## src/rtl/mux_arb_pkg.sv

```systemverilog
// mux_arb_pkg: shared sizing constants and FSM state type for the round-robin mux arbiter.
package mux_arb_pkg;
  localparam int NUM_REQ = 4;
  localparam int SEL_W = 2;
  typedef enum logic {IDLE, GRANT} state_t;
endpackage

```

## src/rtl/rr_pick.sv

```systemverilog
// rr_pick: round-robin search starting at rr_ptr; the first requesting index wins.
module rr_pick import mux_arb_pkg::*; (
  input  logic [NUM_REQ-1:0] req,
  input  logic [SEL_W-1:0]   rr_ptr,
  output logic               found,
  output logic [SEL_W-1:0]   index
);
  always_comb begin
    found = 1'b0;
    index = rr_ptr;
    // Walk from the farthest offset down so the nearest requester overrides.
    for (int k = NUM_REQ - 1; k >= 0; k--) begin
      if (req[rr_ptr + SEL_W'(k)]) begin
        found = 1'b1;
        index = rr_ptr + SEL_W'(k);
      end
    end
  end
endmodule

```

## src/rtl/mux_rr_arbiter.sv

```systemverilog
// mux_rr_arbiter: 4-way round-robin arbiter with burst limit driving a registered 4:1 data mux.
module mux_rr_arbiter import mux_arb_pkg::*; #(
  parameter int DATA_W    = 8,
  parameter int MAX_BURST = 4
) (
  input  logic                           clk,
  input  logic                           rst_n,
  input  logic [NUM_REQ-1:0]             req,
  input  logic [NUM_REQ-1:0][DATA_W-1:0] data_in,
  output logic [NUM_REQ-1:0]             grant,
  output logic [SEL_W-1:0]               sel,
  output logic [DATA_W-1:0]              data_out,
  output logic                           valid_out,
  output logic                           busy
);
  state_t state, state_nxt;
  logic [SEL_W-1:0] rr_ptr, ptr_nxt, pick_ptr, pick_idx, sel_nxt;
  logic [7:0] cnt, cnt_nxt;
  logic [DATA_W-1:0] data_nxt;
  logic found, beat, rel, valid_nxt;

  assign beat = state == GRANT && req[sel];
  assign rel = state == GRANT && (!beat || cnt == 8'(MAX_BURST));
  // On release the search starts just past the owner, so the owner is considered last.
  assign pick_ptr = rel ? sel + SEL_W'(1) : rr_ptr;

  rr_pick u_pick (
    .req    (req),
    .rr_ptr (pick_ptr),
    .found  (found),
    .index  (pick_idx)
  );

  always_comb begin
    state_nxt = state;
    sel_nxt = sel;
    cnt_nxt = cnt;
    ptr_nxt = rr_ptr;
    valid_nxt = beat;
    data_nxt = beat ? data_in[sel] : data_out;
    if (state == IDLE || rel) begin
      ptr_nxt = pick_ptr;
      state_nxt = found ? GRANT : IDLE;
      sel_nxt = found ? pick_idx : sel;
      cnt_nxt = found ? 8'd1 : cnt;
    end else begin
      cnt_nxt = cnt + 8'd1;
    end
  end

  always_ff @(posedge clk or negedge rst_n) begin
    if (!rst_n) begin
      state <= IDLE;
      sel <= '0;
      cnt <= '0;
      rr_ptr <= '0;
      valid_out <= 1'b0;
      data_out <= '0;
    end else begin
      state <= state_nxt;
      sel <= sel_nxt;
      cnt <= cnt_nxt;
      rr_ptr <= ptr_nxt;
      valid_out <= valid_nxt;
      data_out <= data_nxt;
    end
  end

  assign busy = state == GRANT;
  assign grant = busy ? NUM_REQ'(1) << sel : '0;
endmodule

```

## config.mk

```make
export PLATFORM = sky130hd
export DESIGN_NAME = mux_rr_arbiter
export DESIGN_NICKNAME = d
export VERILOG_FILES = /design/src/rtl/mux_arb_pkg.sv /design/src/rtl/rr_pick.sv /design/src/rtl/mux_rr_arbiter.sv
export SDC_FILE = /design/constraint.sdc
export NUM_CORES = 1
export LEC_CHECK = 0
export CAP_MARGIN = 30
export CORE_ASPECT_RATIO = 1.5
export CORE_MARGIN = 2
export CORE_UTILIZATION = 38
export CTS_CLUSTER_DIAMETER = 200
export CTS_CLUSTER_SIZE = 16
export DETAILED_ROUTE_END_ITERATION = 10
export GPL_ROUTABILITY_DRIVEN = 0
export GPL_TIMING_DRIVEN = 0
export MAX_ROUTING_LAYER = met4
export PLACE_DENSITY = 0.73
export SLEW_MARGIN = 5
export SYNTH_ARGS = -nofsm -noshare
export SYNTH_HDL_FRONTEND = slang
export SYNTH_SLANG_ARGS = --single-unit
```

## constraint.sdc

```tcl
create_clock -name clk -period 2.8 [get_ports clk]
set_input_delay 0.56 -clock clk [delete_from_list [all_inputs] [get_ports clk]]
set_output_delay 0.56 -clock clk [all_outputs]
set_load 0.02 [all_outputs]
```

==> summary.txt, run 1 <==
Floorplan
  • Die W: between 50 and 60 um
  • Initial core utilization: 0.391
  • Die H: about 79 um
  • Cell row count: 27
  • Placeable Area: between 0.003 and 0.004 sq mm
  • Top Ports: 54
  • Full die area: between 0.004 and 0.005 sq mm

Finish
  • Area of the multi-input gates: just under 800 sq um
  • Post-layout nets: around 230
  • Fraction of layout cells with a size suffix above 1: 0.194
  • Register area: between 500 and 600 sq um
  • Antenna cells: 0
  • Area Growth Syn to Fin: 47.2%
  • Design area: between 0.002 and 0.0025 sq mm
  • FILL cells: a little over 300

Synth
  • Syn_area_per_cell: 11.1 sq um
  • Sequential area share after synthesis: 0.389
  • Synthesis Warnings: 0
  • Synthesized Nets: 172
  • Mapped Cells: approximately 130
  • Area of the mapped netlist: between 0.001 and 0.0015 sq mm
  • #FFs+latches synth: 22
  • Synth cell types: 33

STA
  • Unrepaired setup endpoints after global routing: no
  • Final setup fails: 0
  • Fin. Hold Viols: 0
  • Fmax: just under 400 MHz
  • Relative slew margins: 0.637
  • Slew Limit Fails: 0
  • Slew @ Worst Pin: approximately 0.54 ns
  • Setup TNS: 0 ns
  • Fin crit period: roughly 2.5 ns
  • Skew final: about 0.0012 ns
  • Period utilization: 0.903
  • PnR worst setup slack: about 0.27 ns

Global routing
  • Number of global-route vias before repair: 1286
  • Overflow after GRT: 0
  • Gr usage total: 0.188
  • First-pass GRT wire length: ~5.7 mm
  • Initial antenna violation count: 0
  • Largest net degree at the start of global routing: 23

Placement
  • DP Worst Slack: 0.146 ns
  • PortBufs: 53
  • Dpl hpwl: 2.88 mm
  • Post-DP Area: 0.00200 sq mm

Clock tree
  • Post-CTS Setup Bufs: 0
  • H-tree levels: 1
  • Clock-pin slew on the worst setup and hold paths: around 0.08 ns
  • Clock buffer depth: 2
  • Clock root cell: clkbuf_8
  • TritonCTS clock tree: built
  • CTS Buf Count: 3
  • Clk_lat worst skew: about 0.26 ns
  • CTS Sinks: 22

Setup path
  • Arrival time of the worst setup path: 1.97 ns
  • Crit path max-delay family: buffers and inverters
  • Worst path cell trace: clkbuf_2, inv_1, ha_1, and2_1, clkdlybuf4s50_1
  • CP peak stage delay: 0.54 ns
  • Crit start category: flip-flop
  • Worst setup EP type: output port
  • CP Class: flip-flop to output port
  • WP buf/inv: 3
  • Critical path fanouts, max: 10
  • Slowest cell on the critical path: clkdlybuf4s50_1
  • CP Data Required Time: around 2.2 ns

Pwr
  • Pwr Density: 997 mW/mm^2
  • Leak: between 0.0008 and 0.0009 uW
  • P_int: around 1300 uW
  • Sw power: roughly 800 uW
  • Switching share of power: 0.381
  • Clk pwr share: 0.144
  • Pwr Total: 2080 uW
  • Max VDD drop: 600 uV
  • Comb pwr share: 0.598
  • Sequential share of power: 0.258

Drt
  • WL final: 3.55 mm
  • DRC viols: 0
  • Total number of vias: 1213
  • Drt first pass iters: 4
  • Routed vias/inst: 5.30
  • Initial DRC Count: 18
  • Post-route ant nets: 0
  • Post-DR wirelength/cell: around 16 um

Run
  • Max cap viols: 0

Hold path
  • Hold crit path type: flip-flop to flip-flop

Status
  • Outcome: finished, final reports clean
==> final cells by class <==
type,instances,share of cell area
Sequential cell,22,0.264
Inverter,10,0.0180
Clock inverter,1,0.0144
Tap cell,43,0.0258
Multi-Input combinational cell,92,0.382
Clock buffer,3,0.0198
Timing Repair Buffer,54,0.260
Buffer,4,0.0156
==> cell families (layout without fill, tap and decap cells) <==
| family | after synthesis | after routing | share of synthesized area |
|---|---|---|---|
| DFF | 22 | 22 | 0.389 |
| muxes | 21 | 21 | 0.240 |
| and+or+nand+nor | 39 | 39 | 0.149 |
| buffers and inverters | 14 | 72 | 0.0486 |
| adders and majority gates | 6 | 6 | 0.0530 |
| xor gates and xnor gates | 1 | 1 | 0.00619 |
| AOI/OAI and AO/OA | 25 | 25 | 0.114 |
==> layout by cell type (no fill, tap or decap), types with 2 or more instances in the layout <==
master,instances
clkdlybuf4s50_1,53
dfrtp_1,22
nand2_1,15
o21ai_0,14
inv_1,10
mux4_2,9
mux2_2,9
nor2_1,6
ha_1,6
a21oi_1,5
and2_1,4
buf_6,3
and3_1,3
clkbuf_8,3
nand3_1,2
mux2i_1,2
==> timing repair <==
action                     4_1_cts  5_1_grt
gates resized for setup          0        2
setup endpoints to repair        0        2
hold buffers                     0        0
==> per-stage QoR <==
stage	hold WS [ns]	std cells	util
after floorplan	0.264	128	-
after global placement	0.475	224	0.553
after detailed placement	0.490	224	0.553
after CTS	0.512	228	0.573
after global routing	0.525	229	0.576
final	0.508	229	0.576
==> worst register-to-register path, stage by stage (launching register included) <==
cell	delay (ns)
dfrtp_1	0.42
or4_4	0.56
nor3_4	0.22
o21ai_2	0.15
mux2i_1	0.20
a2111o_1	0.45
o211ai_2	0.08
==> power groups by stage <==
stage                     Sequential (uW)  Combinational [uW]  Clock [uW]
after floorplan                       627                 722           0
after global placement                533                1210           0
after detailed placement              544                1250           0
after CTS                             537                1250         302
after global routing                  552                1350         317
final                                 536                1240         299
==> cell usage after synthesis <==
cell type	n	area, sq um
clkbuf_1	1	3.75
a32o_1	1	10.0
and3_2	1	7.51
nor4_1	1	6.26
ha_1	6	75.1
mux2i_1	2	20.0
and3_1	3	18.8
xor2_1	1	8.76
mux2_4	1	15.0
mux4_2	9	203
o21ai_0	14	70.1
o21ai_2	1	8.76
nand3_1	2	10.0
or4_4	1	11.3
o31ai_1	1	7.51
nor3_1	1	5.00
mux2_2	9	101
and2_1	4	25.0
o211ai_2	1	12.5
nand2_4	1	11.3
a21oi_1	5	25.0
o32ai_2	1	16.3
and2b_2	1	8.76
buf_6	2	22.5
nor2_1	6	22.5
nand2_1	15	56.3
nor3_4	1	16.3
nand2b_1	1	6.26
or2_1	1	6.26
dfrtp_1	22	551
buf_2	1	5.00
inv_1	10	37.5
a2111o_1	1	11.3
==> state kept, by name, summed over array words and instances (netlist names) <==
signal     count
data_out       8
rr_ptr         2
valid_out      1
busy           1
sel            2
cnt            8
==> layer usage <==
metal,part of all wire,track usage,vias up
met5,0,-,-
met4,0.017,0.0590,0
met3,0.024,0.0244,6
met2,0.61,0.363,25
met1,0.35,0.180,608
li1,-,-,574
==> path summary, 6_finish.rpt <==
path | from | to | slack (ns) | cells after the start
worst min register to register | data_out[2] | data_out[2] | 0.51 | 1
worst min-delay path | data_out[2] | data_out[2] | 0.51 | 1
worst max-delay path | sel[1] | grant[1] | 0.27 | 5
max in group asynchronous | rst_n | data_out[6] | 1.77 | 2
worst max register to register | cnt[5] | sel[1] | 0.65 | 6
min in group asynchronous | rst_n | cnt[4] | 0.57 | 1
No activity file was read; power rests on OpenSTA's default activity.
==> run 2, diff against run 1 <==
Clock period 2.8 ns to 2.4 ns, I/O delays scaled along.
==> run 2 against run 1 <==
Final cell count unchanged; core utilization up 0.17 points; routed wire length up 0.48%; design area up 0.30%; worst hold slack worse by 0.017 ns.
==> summary.txt, run 2 (synthesis gave the netlist of run 1 again) <==
Status
  • Outcome: finished, final reports clean

Floorplan
  • Die H: between 70 and 80 um
  • Top Ports: 54
  • Full die area: 0.00424 sq mm
  • Cell row count: 27
  • Initial core utilization: 0.391
  • Placeable Area: ~0.0036 sq mm
  • Die W: around 54 um

Drt
  • Routed vias/inst: between 5 and 6
  • Initial DRC Count: 22
  • Total number of vias: about 1200
  • Post-DR wirelength/cell: between 15 and 20 um
  • WL final: 3.57 mm
  • Post-route ant nets: 0
  • Drt first pass iters: 4
  • DRC viols: 0

Clock tree
  • Clock root cell: clkbuf_8
  • Post-CTS Setup Bufs: 0
  • TritonCTS clock tree: built
  • Clock buffer depth: 2
  • Clk_lat worst skew: approximately 0.26 ns
  • CTS Buf Count: 3
  • CTS Hold Buffers Added: 0
  • H-tree levels: 1
  • Clock-pin slew on the worst setup and hold paths: 0.08 ns
  • CTS Sinks: 22

STA
  • Period utilization: 0.964
  • Skew final: between 0.001 and 0.0015 ns
  • Slew @ Worst Pin: roughly 0.54 ns
  • Unrepaired setup endpoints after global routing: no
  • Final setup fails: 0
  • Fmax: roughly 430 MHz
  • Slew Limit Fails: 0
  • Relative slew margins: 0.637
  • Fin. Hold Viols: 0
  • Fin crit period: 2.31 ns

Pwr
  • Pwr Density: 1160 mW/mm^2
  • Max VDD drop: roughly 700 uV
  • Leak: a little under 0.0009 uW

Global routing
  • Gr usage total: 0.188
  • Overflow after GRT: 0
  • First-pass GRT wire length: 5.75 mm
  • Number of global-route vias before repair: around 1300
  • Largest net degree at the start of global routing: 23
  • Initial antenna violation count: 0

Setup path
  • CP Data Required Time: between 1.5 and 2 ns
  • Worst setup EP type: output port
  • Critical path fanouts, max: 10
  • CP Class: flip-flop to output port
  • Crit start category: flip-flop
  • Arrival time of the worst setup path: ~1.8 ns

Finish
  • Design area: around 0.0021 sq mm
  • Fin util: 0.578
  • Commonest non-fill, non-tap cell in the layout: clkdlybuf4s50_1
  • Register area: about 550 sq um
  • Area Growth Syn to Fin: 47.7%
  • Fraction of layout cells with a size suffix above 1: 0.199
  • FILL cells: 307
  • Biggest regs: cnt x8, data_out x8
  • Commonest cells after routing, fill and taps aside: 52 x clkdlybuf4s50_1, 21 x dfrtp_1, 15 x nand2_1
  • Antenna cells: 0
  • Post-layout nets: around 230
  • Area of the multi-input gates: roughly 800 sq um

Hold path
  • Hold crit path type: input port to async pin

Placement
  • PortBufs: 53
  • Post-DP Area: 0.00200 sq mm
  • Dpl hpwl: 2.88 mm

Run
  • Max cap viols: 0
## run 2: changes by cell type in the layout (fill, tap and decap cells not counted), sizes merged
cell	delta
buf	+1
clkbuf	-1
clkdlybuf4s50	-1
dlymetal6s2s	+1
## run 2: metrics by stage
stage | setup TNS [ns] | cells | hold slack, ns | power (uW) | setup WS (ns)
finish | 0 | 229 | 0.491 | 2430 | 0.0874
global route | 0 | 229 | 0.524 | 2600 | 0.00187
CTS | 0 | 228 | 0.512 | 2450 | 0.00412
detailed placement | -0.428 | 224 | 0.490 | 2090 | -0.174
global placement | -0.236 | 224 | 0.475 | 2030 | -0.114
floorplan | 0 | 128 | 0.184 | 1570 | 0.377
## run 2: what timing repair did
item,4_1_cts,5_1_grt
endpoints found under the setup margin,2,2
gates resized for setup,2,3
endpoints found under the hold margin,0,0
## run 2: layout make-up
cell class	instances	share of cell area
clock buffer	3	0.0198
sequential	22	0.264
multi-input combinational	92	0.381
inverter	10	0.0180
timing repair buffer	54	0.260
clock inverter	1	0.0144
buffer	4	0.0168
tap	43	0.0257
## run 2: metal layers
layer	GRT usage	wire, um
met3	0.0244	86
met2	0.363	2160
met1	0.180	1260
met5	-	0
met4	0.0590	59
## run 2: path summary, 6_finish.rpt
kind                              from     endpoint  cells after the start  slack [ns]
min                              rst_n       cnt[4]                      1        0.49
max in group asynchronous        rst_n       sel[1]                      2        1.44
min in group clk           data_out[2]  data_out[2]                      1        0.51
min reg2reg                data_out[2]  data_out[2]                      1        0.51
max                             sel[1]     grant[0]                      5        0.09
max reg2reg                     cnt[5]       sel[1]                      6        0.25
## run 2: power by group
| group | internal [uW] | total [uW] | switching, uW | leakage, uW |
|---|---|---|---|---|
| Combinational | 767 | 1450 | 686 | 0.000587 |
| Clock | 223 | 349 | 127 | 0.0000357 |
| Sequential | 515 | 629 | 113 | 0.000267 |
## run 2: critical path: stages, from the launching register on
cell             delay, ns
dfrtp_2               0.45
buf_4                 0.20
inv_1                 0.08
ha_1                  0.13
and2_1                0.11
clkdlybuf4s50_1       0.60
